===== src/rtl/ll_pop_scheduler_pkg.sv =====
// ll_sched_pkg
//   Shared types and helpers for the linked-list pop scheduler.
//   - sched_state_e : scheduler FSM state (ARB = no grant, SERVE = holding a grant)
//   - rr_pick_t     : result of a round-robin search (valid flag + index)
//   - rr_next()     : first eligible queue strictly after a pointer, wrapping
//                     modulo the number of queues actually in use.
package ll_sched_pkg;

  typedef enum logic [0:0] {
    ARB   = 1'b0,
    SERVE = 1'b1
  } sched_state_e;

  // The search helper works on a fixed-size request vector so it can be
  // shared by any arbiter instance; callers zero-pad unused request bits.
  localparam int unsigned RR_MAX_Q = 32;
  localparam int unsigned RR_IDX_W = 5;

  typedef struct packed {
    logic                vld;
    logic [RR_IDX_W-1:0] idx;
  } rr_pick_t;

  // Scans ptr+1, ptr+2, ... (mod n) and returns the first set bit of elig.
  // ptr must be < n; bits of elig at or above n must be zero.
  function automatic rr_pick_t rr_next(input logic [RR_MAX_Q-1:0] elig,
                                       input int unsigned         ptr,
                                       input int unsigned         n);
    rr_pick_t    pick;
    int unsigned cand;
    pick = '0;
    for (int unsigned k = 1; k <= RR_MAX_Q; k++) begin
      cand = ptr + k;
      if (cand >= n) cand = cand - n;
      if ((k <= n) && !pick.vld && elig[cand[RR_IDX_W-1:0]]) begin
        pick.vld = 1'b1;
        pick.idx = cand[RR_IDX_W-1:0];
      end
    end
    return pick;
  endfunction

endpackage


===== src/rtl/ll_pop_scheduler_if.sv =====
// ll_pop_scheduler_if
//   Bundles the shared-FIFO read side and the downstream output port of the
//   pop scheduler.
//   Ports carried:
//     q_empty   [NUM_FIFOS]  per-queue empty flags from the shared FIFO
//     q_en      [NUM_FIFOS]  per-queue service enable
//     fifo_data [WIDTH]      head word of queue pop_sel (combinational)
//     pop                    pop strobe toward the shared FIFO
//     pop_sel   [SEL_WIDTH]  queue being popped (0 when pop = 0)
//     out_valid/out_ready    output handshake
//     out_data  [WIDTH]      registered popped word
//     out_qid   [SEL_WIDTH]  source queue of out_data
//   Modports: master = scheduler side, slave = FIFO + downstream sink side.
//
//   Handshake: a word moves downstream on every rising clock edge where
//   out_valid and out_ready are both 1. out_valid, out_data and out_qid do not
//   change while out_valid = 1 and out_ready = 0. out_ready may be driven
//   independently of out_valid.
interface ll_pop_scheduler_if #(
  parameter int WIDTH     = 8,
  parameter int NUM_FIFOS = 2,
  parameter int SEL_WIDTH = $clog2(NUM_FIFOS)
);
  logic [NUM_FIFOS-1:0] q_empty;
  logic [NUM_FIFOS-1:0] q_en;
  logic [WIDTH-1:0]     fifo_data;
  logic                 pop;
  logic [SEL_WIDTH-1:0] pop_sel;
  logic                 out_valid;
  logic                 out_ready;
  logic [WIDTH-1:0]     out_data;
  logic [SEL_WIDTH-1:0] out_qid;

  modport master (
    input  q_empty, q_en, fifo_data, out_ready,
    output pop, pop_sel, out_valid, out_data, out_qid
  );

  modport slave (
    output q_empty, q_en, fifo_data, out_ready,
    input  pop, pop_sel, out_valid, out_data, out_qid
  );
endinterface


===== src/rtl/ll_pop_scheduler_rr_arbiter.sv =====
// rr_arbiter
//   Combinational round-robin pick: grants the first requesting index
//   strictly after ptr, wrapping modulo N.
//   Ports:
//     req     [N]          request vector
//     ptr     [SEL_WIDTH]  last granted index (search starts at ptr+1)
//     gnt_vld              at least one request present
//     gnt_idx [SEL_WIDTH]  granted index (0 when gnt_vld = 0)
//   N is limited to ll_sched_pkg::RR_MAX_Q.
module rr_arbiter
  import ll_sched_pkg::*;
#(
  parameter int N         = 2,
  parameter int SEL_WIDTH = $clog2(N)
) (
  input  logic [N-1:0]         req,
  input  logic [SEL_WIDTH-1:0] ptr,
  output logic                 gnt_vld,
  output logic [SEL_WIDTH-1:0] gnt_idx
);

  logic [RR_MAX_Q-1:0] w_req_pad;
  rr_pick_t            w_pick;

  always_comb begin
    w_req_pad        = '0;
    w_req_pad[N-1:0] = req;
  end

  assign w_pick  = rr_next(w_req_pad, 32'(ptr), N);
  assign gnt_vld = w_pick.vld;
  assign gnt_idx = SEL_WIDTH'(w_pick.idx);

endmodule


===== src/rtl/ll_pop_scheduler.sv =====
// ll_pop_scheduler
//   Dequeue controller for the shared linked-list FIFO. Picks one logical
//   queue per cycle (round-robin with a burst quantum of BURST pops), drives
//   pop/pop_sel combinationally, and captures the popped word into a
//   one-entry output register with a valid/ready handshake.
//   Ports:
//     clk, rst       clock; synchronous active-high reset
//     bus            ll_pop_scheduler_if.master (FIFO read side + output port)
//     o_dbg_state    current FSM state
//     o_dbg_bcnt     pops granted to the current queue in this burst
//     o_dbg_cur_q    currently granted queue
//     o_dbg_rr_ptr   last queue granted by round-robin arbitration
//   Build option:
//     LL_SCHED_PRIO0_EN  queue 0 becomes strict priority and preempts any
//                        grant whenever it is eligible and the slot is free.
module ll_pop_scheduler
  import ll_sched_pkg::*;
#(
  parameter int WIDTH     = 8,
  parameter int NUM_FIFOS = 2,
  parameter int BURST     = 2,
  parameter int SEL_WIDTH = $clog2(NUM_FIFOS),
  parameter int CNT_WIDTH = $clog2(BURST + 1)
) (
  input  logic                 clk,
  input  logic                 rst,
  ll_pop_scheduler_if.master   bus,
  output sched_state_e         o_dbg_state,
  output logic [CNT_WIDTH-1:0] o_dbg_bcnt,
  output logic [SEL_WIDTH-1:0] o_dbg_cur_q,
  output logic [SEL_WIDTH-1:0] o_dbg_rr_ptr
);

  localparam logic [CNT_WIDTH-1:0] BURST_C = CNT_WIDTH'(BURST);
  localparam logic [CNT_WIDTH-1:0] ONE_C   = CNT_WIDTH'(1);
  localparam logic [SEL_WIDTH-1:0] LAST_Q  = SEL_WIDTH'(NUM_FIFOS - 1);
  // A single-pop quantum never needs the SERVE state.
  localparam sched_state_e AFTER_GRANT = (BURST == 1) ? ARB : SERVE;

  sched_state_e         r_state;
  logic [SEL_WIDTH-1:0] r_cur_q;
  logic [CNT_WIDTH-1:0] r_bcnt;
  logic [SEL_WIDTH-1:0] r_rr_ptr;
  logic                 r_out_valid;
  logic [WIDTH-1:0]     r_out_data;
  logic [SEL_WIDTH-1:0] r_out_qid;

  logic [NUM_FIFOS-1:0] w_elig;
  logic                 w_slot_free;
  logic                 w_gnt_vld;
  logic [SEL_WIDTH-1:0] w_gnt_idx;
  logic                 w_cur_elig;
  logic                 w_prio_pop;
  logic                 w_new_grant;
  logic                 w_pop;
  logic [SEL_WIDTH-1:0] w_pop_sel;
  logic [CNT_WIDTH-1:0] w_bcnt_inc;

  assign w_elig      = ~bus.q_empty & bus.q_en;
  // The output register can take a new word if it is empty or draining now.
  assign w_slot_free = ~r_out_valid | bus.out_ready;
  assign w_cur_elig  = w_elig[r_cur_q];
  assign w_bcnt_inc  = (r_bcnt >= BURST_C) ? BURST_C : r_bcnt + ONE_C;

  rr_arbiter #(
    .N         (NUM_FIFOS),
    .SEL_WIDTH (SEL_WIDTH)
  ) u_rr_arbiter (
    .req     (w_elig),
    .ptr     (r_rr_ptr),
    .gnt_vld (w_gnt_vld),
    .gnt_idx (w_gnt_idx)
  );

`ifdef LL_SCHED_PRIO0_EN
  assign w_prio_pop = ~rst & w_slot_free & w_elig[0];
`else
  assign w_prio_pop = 1'b0;
`endif

  // Pop decision. rst gates everything so a burst in flight stops the
  // same cycle reset is asserted.
  always_comb begin
    w_pop       = 1'b0;
    w_pop_sel   = '0;
    w_new_grant = 1'b0;
    if (w_prio_pop) begin
      w_pop = 1'b1;
    end else if (!rst && w_slot_free) begin
      if (r_state == ARB) begin
        if (w_gnt_vld) begin
          w_pop       = 1'b1;
          w_pop_sel   = w_gnt_idx;
          w_new_grant = 1'b1;
        end
      end else if (w_cur_elig) begin
        w_pop     = 1'b1;
        w_pop_sel = r_cur_q;
      end
    end
  end

  always_ff @(posedge clk) begin
    if (rst) begin
      r_state     <= ARB;
      r_cur_q     <= '0;
      r_bcnt      <= '0;
      r_rr_ptr    <= LAST_Q;
      r_out_valid <= 1'b0;
      r_out_data  <= '0;
      r_out_qid   <= '0;
    end else begin
      // Output register: a pop always overwrites it (the old word is
      // draining in the same cycle because the slot was free).
      if (w_pop) begin
        r_out_valid <= 1'b1;
        r_out_data  <= bus.fifo_data;
        r_out_qid   <= w_pop_sel;
      end else if (bus.out_ready) begin
        r_out_valid <= 1'b0;
      end

      if (w_prio_pop) begin
        // Queue 0 takes over the grant; the round-robin pointer is left
        // alone so the other queues resume where they were.
        r_cur_q <= '0;
        if (r_state == SERVE && r_cur_q == '0) begin
          r_bcnt  <= w_bcnt_inc;
          r_state <= (w_bcnt_inc == BURST_C) ? ARB : SERVE;
        end else begin
          r_bcnt  <= ONE_C;
          r_state <= AFTER_GRANT;
        end
      end else begin
        case (r_state)
          ARB: begin
            if (w_new_grant) begin
              r_cur_q  <= w_gnt_idx;
              r_rr_ptr <= w_gnt_idx;
              r_bcnt   <= ONE_C;
              r_state  <= AFTER_GRANT;
            end
          end
          SERVE: begin
            if (!w_cur_elig) begin
              // Queue emptied or was masked: give up the grant, no pop.
              r_state <= ARB;
              r_bcnt  <= '0;
            end else if (w_slot_free) begin
              r_bcnt <= w_bcnt_inc;
              if (w_bcnt_inc == BURST_C) r_state <= ARB;
            end
          end
          default: r_state <= ARB;
        endcase
      end
    end
  end

  assign bus.pop       = w_pop;
  assign bus.pop_sel   = w_pop_sel;
  assign bus.out_valid = r_out_valid;
  assign bus.out_data  = r_out_data;
  assign bus.out_qid   = r_out_qid;

  assign o_dbg_state  = r_state;
  assign o_dbg_bcnt   = r_bcnt;
  assign o_dbg_cur_q  = r_cur_q;
  assign o_dbg_rr_ptr = r_rr_ptr;

endmodule

===== src/flat_wrapper.sv =====
// flat-port wrapper written by rule: the top's interface ports become plain ports
module ll_pop_scheduler_flat import ll_sched_pkg::*;
#(
  parameter int WIDTH     = 8,
  parameter int NUM_FIFOS = 2,
  parameter int BURST     = 2,
  parameter int SEL_WIDTH = $clog2(NUM_FIFOS),
  parameter int CNT_WIDTH = $clog2(BURST + 1)
)
  (clk, rst, o_dbg_state, o_dbg_bcnt, o_dbg_cur_q, o_dbg_rr_ptr, bus_q_empty, bus_q_en, bus_fifo_data, bus_out_ready, bus_pop, bus_pop_sel, bus_out_valid, bus_out_data, bus_out_qid);
  ll_pop_scheduler_if #(.WIDTH(WIDTH), .NUM_FIFOS(NUM_FIFOS), .SEL_WIDTH(SEL_WIDTH)) bus_i ();
  input  logic clk;
  input  logic rst;
  output sched_state_e o_dbg_state;
  output logic [CNT_WIDTH-1:0] o_dbg_bcnt;
  output logic [SEL_WIDTH-1:0] o_dbg_cur_q;
  output logic [SEL_WIDTH-1:0] o_dbg_rr_ptr;
  input wire logic [$bits(bus_i.q_empty)-1:0] bus_q_empty;
  input wire logic [$bits(bus_i.q_en)-1:0] bus_q_en;
  input wire logic [$bits(bus_i.fifo_data)-1:0] bus_fifo_data;
  input wire logic [$bits(bus_i.out_ready)-1:0] bus_out_ready;
  output wire logic [$bits(bus_i.pop)-1:0] bus_pop;
  output wire logic [$bits(bus_i.pop_sel)-1:0] bus_pop_sel;
  output wire logic [$bits(bus_i.out_valid)-1:0] bus_out_valid;
  output wire logic [$bits(bus_i.out_data)-1:0] bus_out_data;
  output wire logic [$bits(bus_i.out_qid)-1:0] bus_out_qid;
  assign bus_i.q_empty = bus_q_empty;
  assign bus_i.q_en = bus_q_en;
  assign bus_i.fifo_data = bus_fifo_data;
  assign bus_i.out_ready = bus_out_ready;
  assign bus_pop = bus_i.pop;
  assign bus_pop_sel = bus_i.pop_sel;
  assign bus_out_valid = bus_i.out_valid;
  assign bus_out_data = bus_i.out_data;
  assign bus_out_qid = bus_i.out_qid;
  ll_pop_scheduler #(.WIDTH(WIDTH), .NUM_FIFOS(NUM_FIFOS), .BURST(BURST), .SEL_WIDTH(SEL_WIDTH), .CNT_WIDTH(CNT_WIDTH)) u_core (.clk(clk), .rst(rst), .bus(bus_i), .o_dbg_state(o_dbg_state), .o_dbg_bcnt(o_dbg_bcnt), .o_dbg_cur_q(o_dbg_cur_q), .o_dbg_rr_ptr(o_dbg_rr_ptr));
endmodule

===== config.mk =====
export PLATFORM = sky130hd
export DESIGN_NAME = ll_pop_scheduler_flat
export DESIGN_NICKNAME = d
export VERILOG_FILES = /design/src/rtl/ll_pop_scheduler_pkg.sv /design/src/rtl/ll_pop_scheduler_if.sv /design/src/rtl/ll_pop_scheduler_rr_arbiter.sv /design/src/rtl/ll_pop_scheduler.sv /design/src/flat_wrapper.sv
export SDC_FILE = /design/constraint.sdc
export NUM_CORES = 1
export LEC_CHECK = 0
export ABC_CLOCK_PERIOD_IN_PS = 2800
export CAP_MARGIN = 10
export CORE_MARGIN = 2
export CORE_UTILIZATION = 40
export DETAILED_ROUTE_END_ITERATION = 16
export PLACE_DENSITY = 0.8
export SETUP_SLACK_MARGIN = 0.2
export SLEW_MARGIN = 15
export SYNTH_ARGS = -nofsm -noshare
export SYNTH_HDL_FRONTEND = slang
export SYNTH_SLANG_ARGS = --single-unit

===== constraint.sdc =====
create_clock -name clk -period 2.8 [get_ports clk]
set_clock_uncertainty 0.1 [all_clocks]
set_input_delay 0.84 -clock clk [delete_from_list [all_inputs] [get_ports clk]]
set_output_delay 0.84 -clock clk [all_outputs]
set_load 0.02 [all_outputs]

* Yosys cells after proc, flatten, opt, wreduce, memory -nomap -nowiden *
Index checks and enable logic that the tools add are counted.

storage, ports and cells
  word-level logic and storage cells = 65
  ROM bits = 0
  latch bits = 0
  memories = 0
  register bits after elaboration = 15
  bits in writable memories = 0
  output and inout port bits = 17

operators by class
  add/sub/neg operators = 5
  muxes and demuxes = 32
  div/mod/pow operators = 0
  equal/unequal tests = 3
  bitwise operators = 5
  reductions and logical operators = 7
  order comparisons = 6
  shifts and indexed selects = 0
  multipliers = 0

operators by type and width
  operator               count
  $ge A32 B2 Y1 const B  1
  $mux W1                20
  $lt A5 B6 Y1 const B   2
  $mux W6                2
  $bmux W1 S5            2
  $mux W5                2
  $mux W2                4
  $pmux W2 S2            1
  $reduce_and A2 Y1      2
  $sub A3 B2 Y4 const B  1
  $add A1 B2 Y3 const B  1
  $ge A3 B2 Y1 const B   1
  $ne A3 B3 Y1 const B   1
  $sub A2 B2 Y3 const B  1
  $add A1 B1 Y2 const B  1
  $add A2 B1 Y2 const B  1
  $and A2 B2 Y2          1
  $eq A2 B2 Y1 const B   1
  $ge A2 B2 Y1 const B   1
  $logic_and A1 B1 Y1    2
  $logic_not A1 Y1       2
  $lt A1 B2 Y1 const B   1
  $ne A2 B1 Y1 const B   1
  $not A1 Y1             2
  4 further kinds        4

* Depth between registers and ports, before layout *
Gate-level depths: netlist of the first run.

  depth in word-level cells = 14
  mapped depth = 5
  gate-level depth less buffers = 4

* Modules after synthesis *
A second synthesis of the first run with hierarchy kept.

second synthesis, totals
  cells, all modules = 73
  area total of the unflattened synthesis = 685.7 sq um

by module, submodules not included
  module            instances  cells each  seq. area each (sq um)  area each (sq um)
  ll_pop_scheduler  1          71          300.3                   671.9
  rr_arbiter        1          2           0.0                     13.8

* Worst setup path after synthesis of the first run *
Ideal clock, no wire load.

  path kind = in2out
  start = in bus_q_empty[0]
  end = out bus_pop
  path buffers = 1
  stages on the path = 4
  setup slack = 174 ps
  data arrival time = 1686 ps
  cell sequence = or3b_4 -> and3_4 -> buf_6 -> nor2_4

between the ends
  cells in the longest elaborated chain, start to end = 11

RTL lines
  item                           line                        text
  from (decl)                    flat_wrapper.sv:18          input wire logic [$bits(bus_i.q_empty)-1:0] bus_q_empty;
  $not A2 Y2 (*)                 ll_pop_scheduler.sv:59      assign w_elig = ~bus.q_empty & bus.q_en;
  $and A2 B2 Y2 (*)              ll_pop_scheduler.sv:59
  $bmux W1 S5                    ll_pop_scheduler_pkg.sv:35  if ((k <= n) && !pick.vld && elig[cand[RR_IDX_W-1:0]]) begin
  $mux W1 (implied by the code)  ll_pop_scheduler_pkg.sv:35
  $mux W6                        ll_pop_scheduler_pkg.sv:35
  $logic_not A1 Y1               ll_pop_scheduler_pkg.sv:35
  $logic_and A1 B1 Y1            ll_pop_scheduler_pkg.sv:35
  $mux W6                        ll_pop_scheduler_pkg.sv:35
  $mux W1                        ll_pop_scheduler.sv:91      if (w_gnt_vld) begin
  $mux W1 (*)                    ll_pop_scheduler.sv:90      if (r_state == ARB) begin
  $mux W1 (*)                    ll_pop_scheduler.sv:89      end else if (!rst && w_slot_free) begin
  to (decl)                      flat_wrapper.sv:22          output wire logic [$bits(bus_i.pop)-1:0] bus_pop;

Mark *: on every way between the ends. The rest lies on a longest branch, timed or not. The select of a mux whose other input is x is not followed.

* Worst setup path in the final report of the first run *
Ends and elaborated chain as after synthesis.

==> flow_summary.toml, run 1 <==
[global_routing]
antenna_found_initial = 0
grt_pass1_wl_um = 3240
track_usage = 0.217
grt_max_degree = 12
grt_pass1_vias = 703
grt_overflow = 0

[layout]
fillers = 138
diodes = 0
drive_gt1_frac = 0.254
syn2layout_area_growth_pct = 64.4
multiInputGateArea_um2 = 385
layout.nets = 146
final-seq-area_um2 = 300
design_area_um2 = 1180

[cts]
numCtsBuffers = 3
clkSlewWorstSetupHoldPaths_ns = 0.09
cts-htree-levels = 1
hold_buffers = 0
clk_latency_ns = 0.28
cts_tree = "yes"
cts_sinks = 15
clk_path_buf_depth = 2
cts_root_buf = "clkbuf_4"

[die]
rows = 15
io_pins = 32
core_area_um2 = 1710
die_w_um = 46.4
dieArea_um2 = 2160
initial_core_util = 0.422
fp.dieH_um = 46.4

[logic_synthesis]
yosysWarnings = 0
synthArstFlopShare = 0
synth_most_common_cell = "dfxtp_1"
syn_area_per_cell_um2 = 8.68
yosysSeqAreaShare = 0.417
synthFlopType = "dfxtp_1"
syn-cell-area_um2 = 721
ys_types = 32
yosysTopAreaCellShare = 0.417
synth_nets = 98
synth_area_leaders = "dfxtp_1 42%, a21oi_1 7.6%, nand3_1 6.9%"
ys_seq_elements = 15
synth-edff-count = 0
synthTopCellsByCount = "15 x dfxtp_1, 11 x a21oi_1, 10 x nand3_1"
yosys.area.top_type = "dfxtp_1"
synth_cells = 83

[min_path]
hold_path.class = "reg -> reg"

[pwr]
ir_worst_vdd_v = 0.000441
p_per_area_nw_per_um2 = 427
totalPowerFinal_uw = 506
leakage_uw = 0.000488

[timing]
setup_ws_ns = 0.142
slew_headroom = 0.779
grt_setup_unrepaired = "true"
fin_crit_sh = 0.949
setup_viol = 0
drv_slew = 0
min_period_ns = 2.66
hold_violations = 0
worst_pin_slew_ns = 0.331
fmax_mhz = 376

[job]
maxCapViolCount = 0

[setup_path]
criticalPathCategory = "in -> out"
crit_top_cell = "buf_6"
required_ns = 1.86
path_delay_family = "simple AND/OR/NAND/NOR gates"
cp-start-kind = "input port"
crit_arrival_ns = 1.72
cp_slowest_cell = "or3b_4"
worstPathMaxFanout = 2
cpPeakStageDelay_ns = 0.37
crit_path_end_kind = "output pin"
worst-path-buf-inv = 2
crit_path_cell_trace = "buf_6 -> or3b_4 -> and3_4 -> nor2_4 -> buf_6"

[drt]
wl_per_cell_um = 13.5
vias = 794
ant_nets = 0
drt_first_pass_iters = 4
routed_via_density = 5.12
drc = 0
routed_wl_um = 2100
dr.first_iter.drc_count = 24

[placed_design]
finalWeightedCongestion = 0.832
preCtsSetupSlack_ns = -0.708
dp.final_hpwl_um = 1440
placed_area_um2 = 1120
portBuffers = 31

[run_status]
status = "complete, no violations"
-- logic make-up after synthesis --
kind of cell    Yosys count  synth area share
flops                    15             0.417
simple gates             28             0.240
compound gates           32             0.285
buf+inv                   8            0.0590
-- final timing paths --
path | startpoint | endpoint | slack (ns) | depth (start not counted)
min reg2reg | u_core.bus.out_data[4] | u_core.bus.out_data[4] | 0.38 | 2
min | u_core.bus.out_data[4] | u_core.bus.out_data[4] | 0.38 | 2
max | bus_q_empty[0] | bus_pop | 0.14 | 5
max reg2reg | u_core.o_dbg_cur_q | u_core.bus.out_qid | 1.21 | 5
-- metrics by stage --
stage / std cells / utilization / TNS, ns / hold WS [ns]
after floorplan: 83 / - / 0 / 0.458
after global placement: 146 / 0.656 / -1.25 / 0.369
after detailed placement: 146 / 0.656 / -1.25 / 0.374
after CTS: 153 / 0.686 / 0 / 0.386
after global routing: 155 / 0.694 / 0 / 0.412
final: 155 / 0.694 / 0 / 0.385
-- placed cells by master (no fill, tap or decap) --
| master | netlist | routed |
|---|---|---|
| clkbuf_1 | 2 | 1 |
| a211oi_2 | 1 | 1 |
| o2111a_1 | 1 | 1 |
| nand2b_1 | 3 | 2 |
| and2b_1 | 1 | 1 |
| dfxtp_1 | 15 | 15 |
| a22o_1 | 1 | 1 |
| clkbuf_4 | 0 | 3 |
| or3b_4 | 1 | 1 |
| clkdlybuf4s50_1 | 0 | 23 |
| o21a_1 | 2 | 2 |
| o211a_1 | 2 | 2 |
| a32oi_1 | 1 | 1 |
| nand2_1 | 3 | 3 |
| a21oi_1 | 11 | 11 |
| dlygate4sd2_1 | 0 | 2 |
| nand3_1 | 10 | 10 |
| o21ai_1 | 8 | 8 |
| and2b_2 | 1 | 1 |
| nor2_4 | 1 | 1 |
| nand3b_1 | 1 | 1 |
| nor2_1 | 2 | 2 |
| buf_4 | 1 | 17 |
| buf_6 | 1 | 4 |
| o21ai_0 | 2 | 2 |
| o211ai_1 | 1 | 1 |
| a221oi_1 | 1 | 1 |
| inv_1 | 3 | 3 |
| nor3_1 | 1 | 1 |
| a21boi_0 | 1 | 1 |
| and3_4 | 1 | 1 |
| clkbuf_2 | 0 | 2 |
| nor4_1 | 1 | 1 |
| nand2b_4 | 0 | 1 |
| nor2b_1 | 1 | 1 |
| nand3_2 | 1 | 1 |
-- worst register-to-register path, stage by stage (launching register included) --
cell and delay [ns]:
dfxtp_1 0.36, or3b_4 0.41, buf_4 0.15, nand3_2 0.17, a21boi_0 0.13, o21a_1 0.18
-- registers in the layout (all words and copies together) (netlist names) --
| signal | flops |
|---|---|
| u_core.bus.out_qid | 1 |
| u_core.o_dbg_cur_q | 1 |
| u_core.o_dbg_rr_ptr | 1 |
| u_core.bus.out_valid | 1 |
| u_core.bus.out_data | 8 |
| u_core.o_dbg_bcnt | 2 |
| u_core.o_dbg_state | 1 |
-- area by class of cell --
type | count | share of cell area
Inverter | 3 | 0.00950
Sequential cell | 15 | 0.253
Timing Repair Buffer | 48 | 0.363
Clock buffer | 4 | 0.0222
Multi-Input combinational cell | 60 | 0.325
Tap cell | 25 | 0.0264
-- routing by layer --
layer  share of wire  global-route usage  up-vias
met3           0.049              0.0784        2
met1            0.44               0.272      371
met2            0.50               0.344       24
met4           0.010              0.0686        0
met5               0                   0        -
li1                -                   -      397
-- timing repair --
| item | in CTS | in global routing |
|---|---|---|
| endpoints found under the setup margin | 2 | 2 |
| pin swaps | 5 | 4 |
| setup buffers | 3 | 2 |
| resized for setup | 25 | 5 |
-- power by group --
part	internal, uW	switching (uW)
registers	226	11.4
logic	77.2	69.5
clock network	55.3	66.8
No activity file was read; power rests on OpenSTA's default activity.
==> inputs of run 2 (changes only) <==
ABC_CLOCK_PERIOD_IN_PS = 2310   (was 2800)
CORE_UTILIZATION = 36   (was 40)
PLACE_DENSITY = 0.76   (was 0.8)
clock period = 2.31 ns   (was 2.8 ns; I/O delays follow)
==> run 2 against run 1 <==
The run now ends with setup timing left. Sequential power grew 20%. Global-route usage shrank 0.97 points. First-iteration DRC count shrank 42%. Non-clock buffer count grew 4. Highest routed layer unchanged. Critical path depth is the same. Power grew 26%.
==> flow_summary.toml, run 2 (synthesis results as in run 1) <==
[global_routing]
grt_max_degree = 12
grt_pass1_vias = 813
grt_pass1_wl_um = 3710
met2_usage = 0.329
met3_usage = 0.0401
met1_usage = 0.241
grt_overflow = 0
antenna_found_initial = 0
top_usage_layer = "met2"
track_usage = 0.207

[timing]
min_period_ns = 2.37
finalSetupTns_ns = -0.0632
setup_ws_ns = -0.0632
fin_crit_sh = 1.03
holdWs_ns = 0.383
worst_pin_slew_ns = 0.311
grt_setup_unrepaired = "true"
drv_slew = 0
hold_violations = 0
setup_viol = 1
slew_headroom = 0.792
fmax_mhz = 421

[job]
maxCapViolCount = 0

[cts]
cts_tree = "yes"
numCtsBuffers = 3
hold_buffers = 0
clk_path_buf_depth = 2
cts_root_buf = "clkbuf_4"
cts_sinks = 15
clk_latency_ns = 0.30
clkSlewWorstSetupHoldPaths_ns = 0.10
cts-htree-levels = 1

[layout]
multiInputGateArea_um2 = 395
layout_common_cells = "20 x buf_4, 17 x clkdlybuf4s50_1, 15 x dfxtp_1, 11 x a21oi_1, 10 x nand3_1"
syn2layout_area_growth_pct = 71.9
largest_register_ff_count = 8
utilization = 0.645
fillers = 174
final-seq-area_um2 = 300
diodes = 0
final_common_cell = "buf_4"
layout.nets = 150
drive_gt1_frac = 0.313

[placed_design]
finalWeightedCongestion = 0.816
portBuffers = 31
dp.final_hpwl_um = 1570

[pwr]
leakage_uw = 0.000563
ir_worst_vdd_v = 0.000281
p_per_area_nw_per_um2 = 513
totalPowerFinal_uw = 636

[drt]
dr.first_iter.drc_count = 14
routed_wl_um = 2200
wl_per_cell_um = 13.7
drt_first_pass_iters = 4
ant_nets = 0
routed_via_density = 5.12
vias = 825
drc = 0

[setup_path]
r2r-start = "u_core.bus.out_valid"
worstReg2RegEnd = "u_core.bus.out_qid"
crit_path_start = "bus_q_empty[0]"
worstPathMaxFanout = 2
required_ns = 1.52
ff2ff_setup_slack_ns = 0.78
criticalPathCategory = "in -> out"
crit_path_end_kind = "output pin"
crit_end = "bus_pop"
reg2reg_depth = 7
cp-start-kind = "input port"
crit_arrival_ns = 1.58

[die]
fp.dieH_um = 48.7
core_area_um2 = 1920
io_pins = 32
rows = 16
die_w_um = 48.7
initial_core_util = 0.375
dieArea_um2 = 2380

[run_status]
violations = "setup timing"
status = "complete, but fails checks"

[min_path]
hold_path.class = "reg -> reg"
==> run 2: changes by cell type in the layout (fill, tap and decap cells not counted), moves of 2 or more <==
cell / before / now
dlymetal6s2s_1: 0 / 2
dlygate4sd2_1: 2 / 4
buf_4: 17 / 20
clkdlybuf4s50_1: 23 / 17
==> run 2: through the flow <==
| stage | instance area, um^2 | instances | setup WS (ns) |
|---|---|---|---|
| 2_1_floorplan | 721 | 83 | -0.000857 |
| 3_3_place_gp | 1170 | 152 | -0.913 |
| 3_5_place_dp | 1170 | 152 | -0.918 |
| 4_1_cts | 1210 | 159 | -0.106 |
| 5_1_grt | 1240 | 161 | -0.0850 |
| 6_report | 1240 | 161 | -0.0632 |
==> run 2: worst max-delay path: stages <==
cell	delay, ns
buf_6	0.09
or3b_4	0.36
and3_4	0.20
nor2_4	0.10
buf_6	0.13
==> run 2: how the worst min path moves through the flow <==
stage	from	slack, ns	cells after the start	to
4_1_cts	u_core.bus.out_data[6]	0.39	2	u_core.bus.out_data[6]
5_1_grt	u_core.bus.out_data[5]	0.42	2	u_core.bus.out_data[5]
6_report	u_core.bus.out_data[5]	0.38	2	u_core.bus.out_data[5]
3_5_place_dp	u_core.bus.out_data[6]	0.37	2	u_core.bus.out_data[6]
2_1_floorplan	u_core.bus.out_data[0]	0.46	2	u_core.bus.out_data[0]
3_3_place_gp	u_core.bus.out_data[7]	0.37	2	u_core.bus.out_data[7]
==> run 2: area by class of cell <==
cell class | count | share of cell area
Clock buffer | 3 | 0.0182
Inverter | 3 | 0.00909
Multi-Input combinational cell | 60 | 0.319
Timing Repair Buffer | 52 | 0.380
Tap cell | 27 | 0.0273
Clock inverter | 1 | 0.00404
Sequential cell | 15 | 0.242
==> run 2: what timing repair did <==
action | 4_1_cts | 5_1_grt
setup endpoints to repair | 7 | 4
resized for setup | 31 | 11
pin swaps | 5 | 5
buffers inserted | 3 | 2
==> run 2: routing by layer <==
metal | up-vias | share of wire
met1 | 384 | 0.42
met5 | - | 0
met3 | 9 | 0.039
li1 | 406 | -
met4 | 0 | 0.051
met2 | 26 | 0.49
==> run 2: report_power, final <==
part           total, uW  internal (uW)  switching, uW
combinational        189           99.3           89.8
sequential           285            274           10.9
clock                162           64.7           96.8
==> inputs of run 3 (changes only) <==
ABC_CLOCK_PERIOD_IN_PS = 1950   (was 2310)
PLACE_DENSITY = unset   (was 0.76)
PLACE_DENSITY_LB_ADDON = 0.1   (was unset)
clock period = 1.95 ns   (was 2.31 ns; I/O delays follow)
==> run 3 against run 2 <==
The run still ends with setup timing left. Clock power increased by 9.9%. Via count grew 3.8%. First-iteration DRC count shrank 14%. Die area is the same. Combinational power rose by 37%. Non-clock buffer count grew 8. Routed wire length is 5.0% higher. Critical path depth unchanged. Power is 22% higher. Cell count up 5.0%. Global-route usage down 1.6 points. Core utilization grew 7.6 points.
==> flow_summary.toml, run 3 (synthesis results as in run 1) <==
[run_status]
status = "complete, but fails checks"
violations = "setup timing"

[pwr]
sw_frac_of_total = 0.312
intPower_uw = 535
leakage_uw = 0.000622
ir_worst_vdd_v = 0.000529
comb_power_share = 0.334
pwr-share-clk = 0.229
p_seq_frac = 0.437
power.switching_uw = 242
p_per_area_nw_per_um2 = 561

[timing]
worst_pin_slew_ns = 0.329
slew_headroom = 0.780
setup_ws_ns = -0.166
min_period_ns = 2.12
grt_setup_unrepaired = "true"
drv_slew = 0
fin_crit_sh = 1.08
hold_violations = 0
setup_viol = 2
fmax_mhz = 473
holdWs_ns = 0.362

[drt]
wl_per_cell_um = 13.7
drc = 0
routed_via_density = 5.07
vias = 856
dr.first_iter.drc_count = 12
routed_wl_um = 2310
ant_nets = 0
drt_first_pass_iters = 4

[cts]
clk_latency_ns = 0.29
cts_sinks = 15
cts-htree-levels = 1
clkSlewWorstSetupHoldPaths_ns = 0.10
cts_root_buf = "clkbuf_4"
cts_tree = "yes"
clk_path_buf_depth = 2
numCtsBuffers = 3

[setup_path]
worstReg2RegEnd = "u_core.o_dbg_bcnt[1]"
crit_path_end_kind = "output pin"
reg2reg_depth = 6
worst-path-buf-inv = 2
cpPeakStageDelay_ns = 0.36
path_delay_family = "simple AND/OR/NAND/NOR gates"
r2r-start = "u_core.o_dbg_cur_q"
criticalPathCategory = "in -> out"
crit_path_cell_trace = "buf_6 -> or3b_4 -> and3_4 -> nor2_4 -> buf_6"
ff2ff_setup_slack_ns = 0.31
worstPathMaxFanout = 2
cp_slowest_cell = "or3b_4"
required_ns = 1.26
cp-start-kind = "input port"
crit_top_cell = "buf_6"
crit_arrival_ns = 1.43

[min_path]
min_path_cells = 2
hold_path.class = "reg -> reg"
holdCritStartpoint = "u_core.bus.out_data[5]"
hold_path_end = "u_core.bus.out_data[5]"

[global_routing]
grt_pass1_wl_um = 3600
grt_max_degree = 10
grt_overflow = 0
antenna_found_initial = 0
track_usage = 0.191
grt_pass1_vias = 865

[job]
maxCapViolCount = 0

[die]
initial_core_util = 0.375
core_area_um2 = 1920
io_pins = 32
rows = 16
dieArea_um2 = 2380
die_w_um = 48.7
fp.dieH_um = 48.7

[layout]
diodes = 0
layoutNonFillerInstCount = 169
drive_gt1_frac = 0.528
layout_common_cells = "25 x buf_4, 13 x dfxtp_1, 11 x dlygate4sd2_1, 8 x nand3_1, 8 x clkdlybuf4s50_1"
final_common_cell = "buf_4"
largest_register_ff_count = 8
layout.nets = 158
syn2layout_area_growth_pct = 92.2

[placed_design]
finalWeightedCongestion = 0.848
placed_cells = 157
portBuffers = 31
dp.final_hpwl_um = 1590
run 3: timing repair:
action	4_1_cts	5_1_grt
endpoints found under the setup margin	29	16
hold buffers	0	0
pin swaps	5	18
setup buffers	3	5
gates resized for setup	51	34
run 3: metal layers:
layer  vias up  track usage  wire [um]  part of all wire
li1        426            -          -                 -
met1       404        0.234       1060              0.46
met2        22        0.329       1110              0.48
met3         4       0.0679        108             0.047
met4         0       0.0286         31             0.013
met5         -            0          0                 0
run 3: area by class of cell:
class                      count  area, um^2
clock inverter                 1        5.00
fill                         155         537
sequential                    15         305
multi-input combinational     60         490
clock buffer                   3        22.5
tap                           27        33.8
timing repair buffer          60         517
inverter                       3        11.3
run 3: worst max path at each step:
| stage | slack, ns | end | cells after the start | start |
|---|---|---|---|---|
| final | -0.17 | bus_pop | 5 | bus_q_empty[0] |
| after global routing | -0.19 | bus_pop | 5 | bus_q_empty[0] |
| after CTS | -0.22 | bus_pop | 5 | bus_q_empty[0] |
| after detailed placement | -1.06 | bus_pop | 5 | bus_q_en[0] |
| after global placement | -1.06 | bus_pop | 5 | bus_q_en[0] |
| after floorplan | -0.14 | bus_pop | 4 | bus_q_empty[0] |
run 3: worst register-to-register path, delay by kind of cell, from the launching register on:
family	cells	cell delay, ns
AO/OA/AOI/OAI	2	0.32
buffers and inverters	2	0.27
flip-flops	1	0.33
AND/OR/NAND/NOR	2	0.52
run 3: through the flow:
stage               utilization  instance area (um^2)  TNS, ns  worst slack, ns  power [uW]
finish                    0.721                  1390   -0.246           -0.166         777
floorplan                     -                   728   -0.145           -0.145         452
detailed placement        0.630                  1210    -5.56            -1.06         575
CTS                       0.664                  1280   -0.338           -0.215         753
global placement          0.630                  1210    -5.21            -1.06         572
global route              0.721                  1390   -0.301           -0.193         822
run 3: power by group through the flow:
| stage | Combinational (uW) | Clock (uW) | Sequential [uW] |
|---|---|---|---|
| 2_1_floorplan | 86.7 | 0 | 365 |
| 3_5_place_dp | 231 | 0 | 344 |
| 5_1_grt | 278 | 201 | 343 |
| 3_3_place_gp | 229 | 0 | 343 |
| 4_1_cts | 230 | 185 | 337 |
| 6_report | 259 | 178 | 340 |
==> RTL edit 1, RTL diff (config.mk and constraints of run 1) <==
Register the output `o_dbg_state` once more; this adds one clock of latency there. The other outputs are not delayed to match.
--- a/src/rtl/ll_pop_scheduler.sv
+++ b/src/rtl/ll_pop_scheduler.sv
@@ -164,5 +164,7 @@
   assign bus.out_qid   = r_out_qid;
 
-  assign o_dbg_state  = r_state;
+  always_ff @(posedge clk) begin
+    o_dbg_state <= r_state;
+  end
   assign o_dbg_bcnt   = r_bcnt;
   assign o_dbg_cur_q  = r_cur_q;
Behaviour: not the same (a bounded check fails within 4 cycles, from zero or initial values and one cycle with rst high).
==> RTL edit 1 against run 1 <==
Register-to-register slack worse by 0.04 ns. Non-clock buffer count down 4. Global-route usage down 2.7 points. Worst hold slack worse by 0.0023 ns. Worst setup slack better by 0.11 ns. Cell count down 4.5%. Count of clock-buffer cells in the layout down 1. Design area down 0.11%. Area after synthesis up 4.5%. Wire length down 4.9%. Power up 3.9%. Sequential cell count up 1.
==> RTL edit 1: results (changes against run 1) <==
The delay of the slowest cell on the worst path was 0.29 ns (-0.08 ns); the count of instances resized after the clock tree is built was 33 (+32%). For the number of fillers in the final layout, the log shows 151 (+9.4%). The number of standard cells after synthesis was 80 (-3.6%). The run gives 3.46% (-4.4 points) as the met3 track demand over resource in global routing.

For the fraction of met1 tracks used by global routing, the log shows 24.8% (-2.4 points). For hold timing, the worst endpoint is u_core.bus.out_data[3]. The overall routing resource usage came out at 19.0% (-2.7 points). The placed cell count was 141 (-3.4%); the critical-path maximum fanout was 3 (+1). Pin slew with the least headroom to its limit: 0.352 ns (+0.0208 ns).

The leakage power was 0.458 nW (-6.1%); the detailed-routed wire length on met2 was 986 um (-6.4%). The time the final worst path needs with I/O delays and setup is 2.55 ns (-0.110 ns). The run gives -0.613 ns (+0.0947 ns) as the pre-CTS worst setup slack. The worst-case hold slack came out at 0.382 ns (-0.00233 ns). The number of global-route vias before repair is 680 (-3.3%).

The logs give 78 um (-24%) for the total met3 wirelength after detailed routing and 2970 um (-8.3%) for the wire length of the first global-routing pass. By area the synthesized netlist is led by sky130_fd_sc_hd__dfxtp_1 (43%), sky130_fd_sc_hd__a21oi_1 (7.3%), sky130_fd_sc_hd__o21ai_0 (7.3%). The startpoint identified for the worst hold timing path is u_core.bus.out_data[3]. Fraction of layout cells with a size suffix above 1: 27.6% (+2.3 points). The tools report the maximum number of pins on one net before global-route repair as 13 (+1). The sequential element share of the synthesized area was 42.5% (+0.86 points); the number of vias per cell after detailed routing was 5.20 (+1.4%). The flow ran to the end, and the final reports show no timing, DRC or antenna violations.
-- RTL edit 1: changes by cell type in the layout (fill, tap and decap cells not counted), sizes merged, moves of 2 or more --
cell / run 1 / this run
nand3: 11 / 8
buf: 21 / 19
clkbuf: 6 / 4
dlygate4sd2: 2 / 0
-- RTL edit 1: worst max-delay path, delay by kind of cell --
| family | cells | cell delay [ns] |
|---|---|---|
| AOI/OAI and AO/OA | 1 | 0.29 |
| and+or+nand+nor | 2 | 0.23 |
| buffers and inverters | 3 | 0.25 |
-- RTL edit 1: power breakdown --
part | internal [mW] | total [mW] | switching (mW)
sequential | 0.243 | 0.256 | 0.0132
combinational | 0.0764 | 0.147 | 0.0705
clock | 0.0499 | 0.124 | 0.0737
-- RTL edit 1: area by class of cell --
type	instances	area [um^2]	share of cell area (%)
inverter	4	15.0	1.27
timing repair buffer	44	395	33.4
sequential	16	320	27.1
clock buffer	3	22.5	1.90
multi-input combinational	56	399	33.7
tap	25	31.3	2.64
==> RTL edit 2, RTL diff (settings of run 1) <==
Made on the original files. `WIDTH` is set to 8 in 3 places; all go to 6.
--- a/src/rtl/ll_pop_scheduler_if.sv
+++ b/src/rtl/ll_pop_scheduler_if.sv
@@ -18,5 +18,5 @@
 //   independently of out_valid.
 interface ll_pop_scheduler_if #(
-  parameter int WIDTH     = 8,
+  parameter int WIDTH     = 6,
   parameter int NUM_FIFOS = 2,
   parameter int SEL_WIDTH = $clog2(NUM_FIFOS)
--- a/src/rtl/ll_pop_scheduler.sv
+++ b/src/rtl/ll_pop_scheduler.sv
@@ -17,5 +17,5 @@
   import ll_sched_pkg::*;
 #(
-  parameter int WIDTH     = 8,
+  parameter int WIDTH     = 6,
   parameter int NUM_FIFOS = 2,
   parameter int BURST     = 2,
--- a/src/flat_wrapper.sv
+++ b/src/flat_wrapper.sv
@@ -2,5 +2,5 @@
 module ll_pop_scheduler_flat import ll_sched_pkg::*;
 #(
-  parameter int WIDTH     = 8,
+  parameter int WIDTH     = 6,
   parameter int NUM_FIFOS = 2,
   parameter int BURST     = 2,
Interface: changed (resized bus_fifo_data and bus_out_data); port bits go from 32 to 28. The function was not compared with the original's and may differ.
==> RTL edit 2 against run 1 <==
Area after synthesis is 11% lower. Sequential cell count is 2 lower. Wire length down 11%. Worst setup slack worse by 0.020 ns. Cell count down 11%. Design area down 5.5%. First-iteration DRC count shrank 17%. Power fell by 7.7%. Largest power group unchanged.
==> RTL edit 2: results (changes against run 1) <==
The flow ran to the end, and the final reports show no timing, DRC or antenna violations. The register-to-register setup slack was 0.90 ns (-0.31 ns); the detailed-routed wire length on met2 was 956 um (-9.2%). The worst-case hold slack came out at 0.389 ns (+0.00457 ns). The net switching component of the power is 0.137 mW (-7.6%).

The post-synthesis net count came out at 88 (-10%). The combinational share of power came out at 31.3% (+2.3 points). The critical path data arrival time came out at 1.74 ns (+0.02 ns).

In the post-synthesis netlist, the biggest area contributors are sky130_fd_sc_hd__dfxtp_1 (41%), sky130_fd_sc_hd__a21oi_1 (8.6%), sky130_fd_sc_hd__nand3_1 (5.5%). The launching element of the worst setup path was bus_q_en[0]. The commonest cells after synthesis are sky130_fd_sc_hd__dfxtp_1 (13), sky130_fd_sc_hd__a21oi_1 (11), sky130_fd_sc_hd__nand3_1 (7), sky130_fd_sc_hd__o21ai_1 (7), sky130_fd_sc_hd__nand2b_1 (4). The number of port buffers is 27 (-13%).

Fraction of layout cells with a size suffix above 1: 36.1% (+11 points). The leakage power is 0.447 nW (-8.4%), and the share of synthesized flip-flops with an asynchronous set or reset is 0% (unchanged). The met1 wire length came out at 801 um (-13%). The post-detailed-routing wire length was 1860 um (-11%); the number of global-route vias before repair was 690 (-1.8%).

Share of the synthesized area in compound gates (AO/OA/AOI/OAI): 30.7% (+2.2 points). The number of standard cells after synthesis is 75 (-9.6%). The number of unique standard cell types used by synthesis was 30 (-6.3%); the flip-flop count of the largest register after layout was 6 (-2).

The number of vias per cell after detailed routing is 5.44 (+6.2%). The headroom to the max-slew limit came out at 72.1% (-5.7 points). The final layout net count is 136 (-6.8%).

The final estimated routing congestion in global placement came out at 0.826 (-0.77%). For the clock group power, the log shows 0.114 mW (-7%). The run gives 20 (-17%) as the initial DRC count.

Overall routing resource usage: 22.0% (+0.31 points). The proportion of power drawn by the clock network was 24.5% (+0.4 points); the highest attainable clock frequency was 373 MHz (-0.74%). The sequential element share of the synthesized area came out at 40.6% (-1.0 points). The maximum number of pins on one net before global-route repair came out at 15 (+3).

The wire length of the first global-routing pass was 3150 um (-2.8%); the HPWL after detailed placement was 1330 um (-7.2%). Worst reg2reg path startpoint: u_core.o_dbg_state. The tools report the placed cell count as 126 (-14%). For the total met3 wirelength after detailed routing, the log shows 73 um (-28%).

In this run the worst setup path terminates at bus_pop. The root buffer cell chosen for the clock tree is sky130_fd_sc_hd__clkbuf_4. The pre-CTS worst setup slack was -0.736 ns (-0.0276 ns).
-- RTL edit 2: changes by cell type after synthesis, moves of 2 or more --
cell | run 1 | this run
sky130_fd_sc_hd__a211o_1 | 0 | 3
sky130_fd_sc_hd__dfxtp_1 | 15 | 13
sky130_fd_sc_hd__nand3_1 | 10 | 7
sky130_fd_sc_hd__o211a_1 | 2 | 0
sky130_fd_sc_hd__o21a_1 | 2 | 0
sky130_fd_sc_hd__nand2_1 | 3 | 1
-- RTL edit 2: final cells by class --
type                       instances  area, um^2
fill                             109         387
clock buffer                       4        26.3
multi-input combinational         56         394
tap                               16        20.0
timing repair buffer              47         412
sequential                        13         260
inverter                           2        7.51
-- RTL edit 2: repair_timing --
| item | in CTS | in global routing |
|---|---|---|
| setup buffers | 7 | 1 |
| gates resized for setup | 40 | 1 |
| setup endpoints to repair | 2 | 2 |
| pin swaps | 5 | 2 |
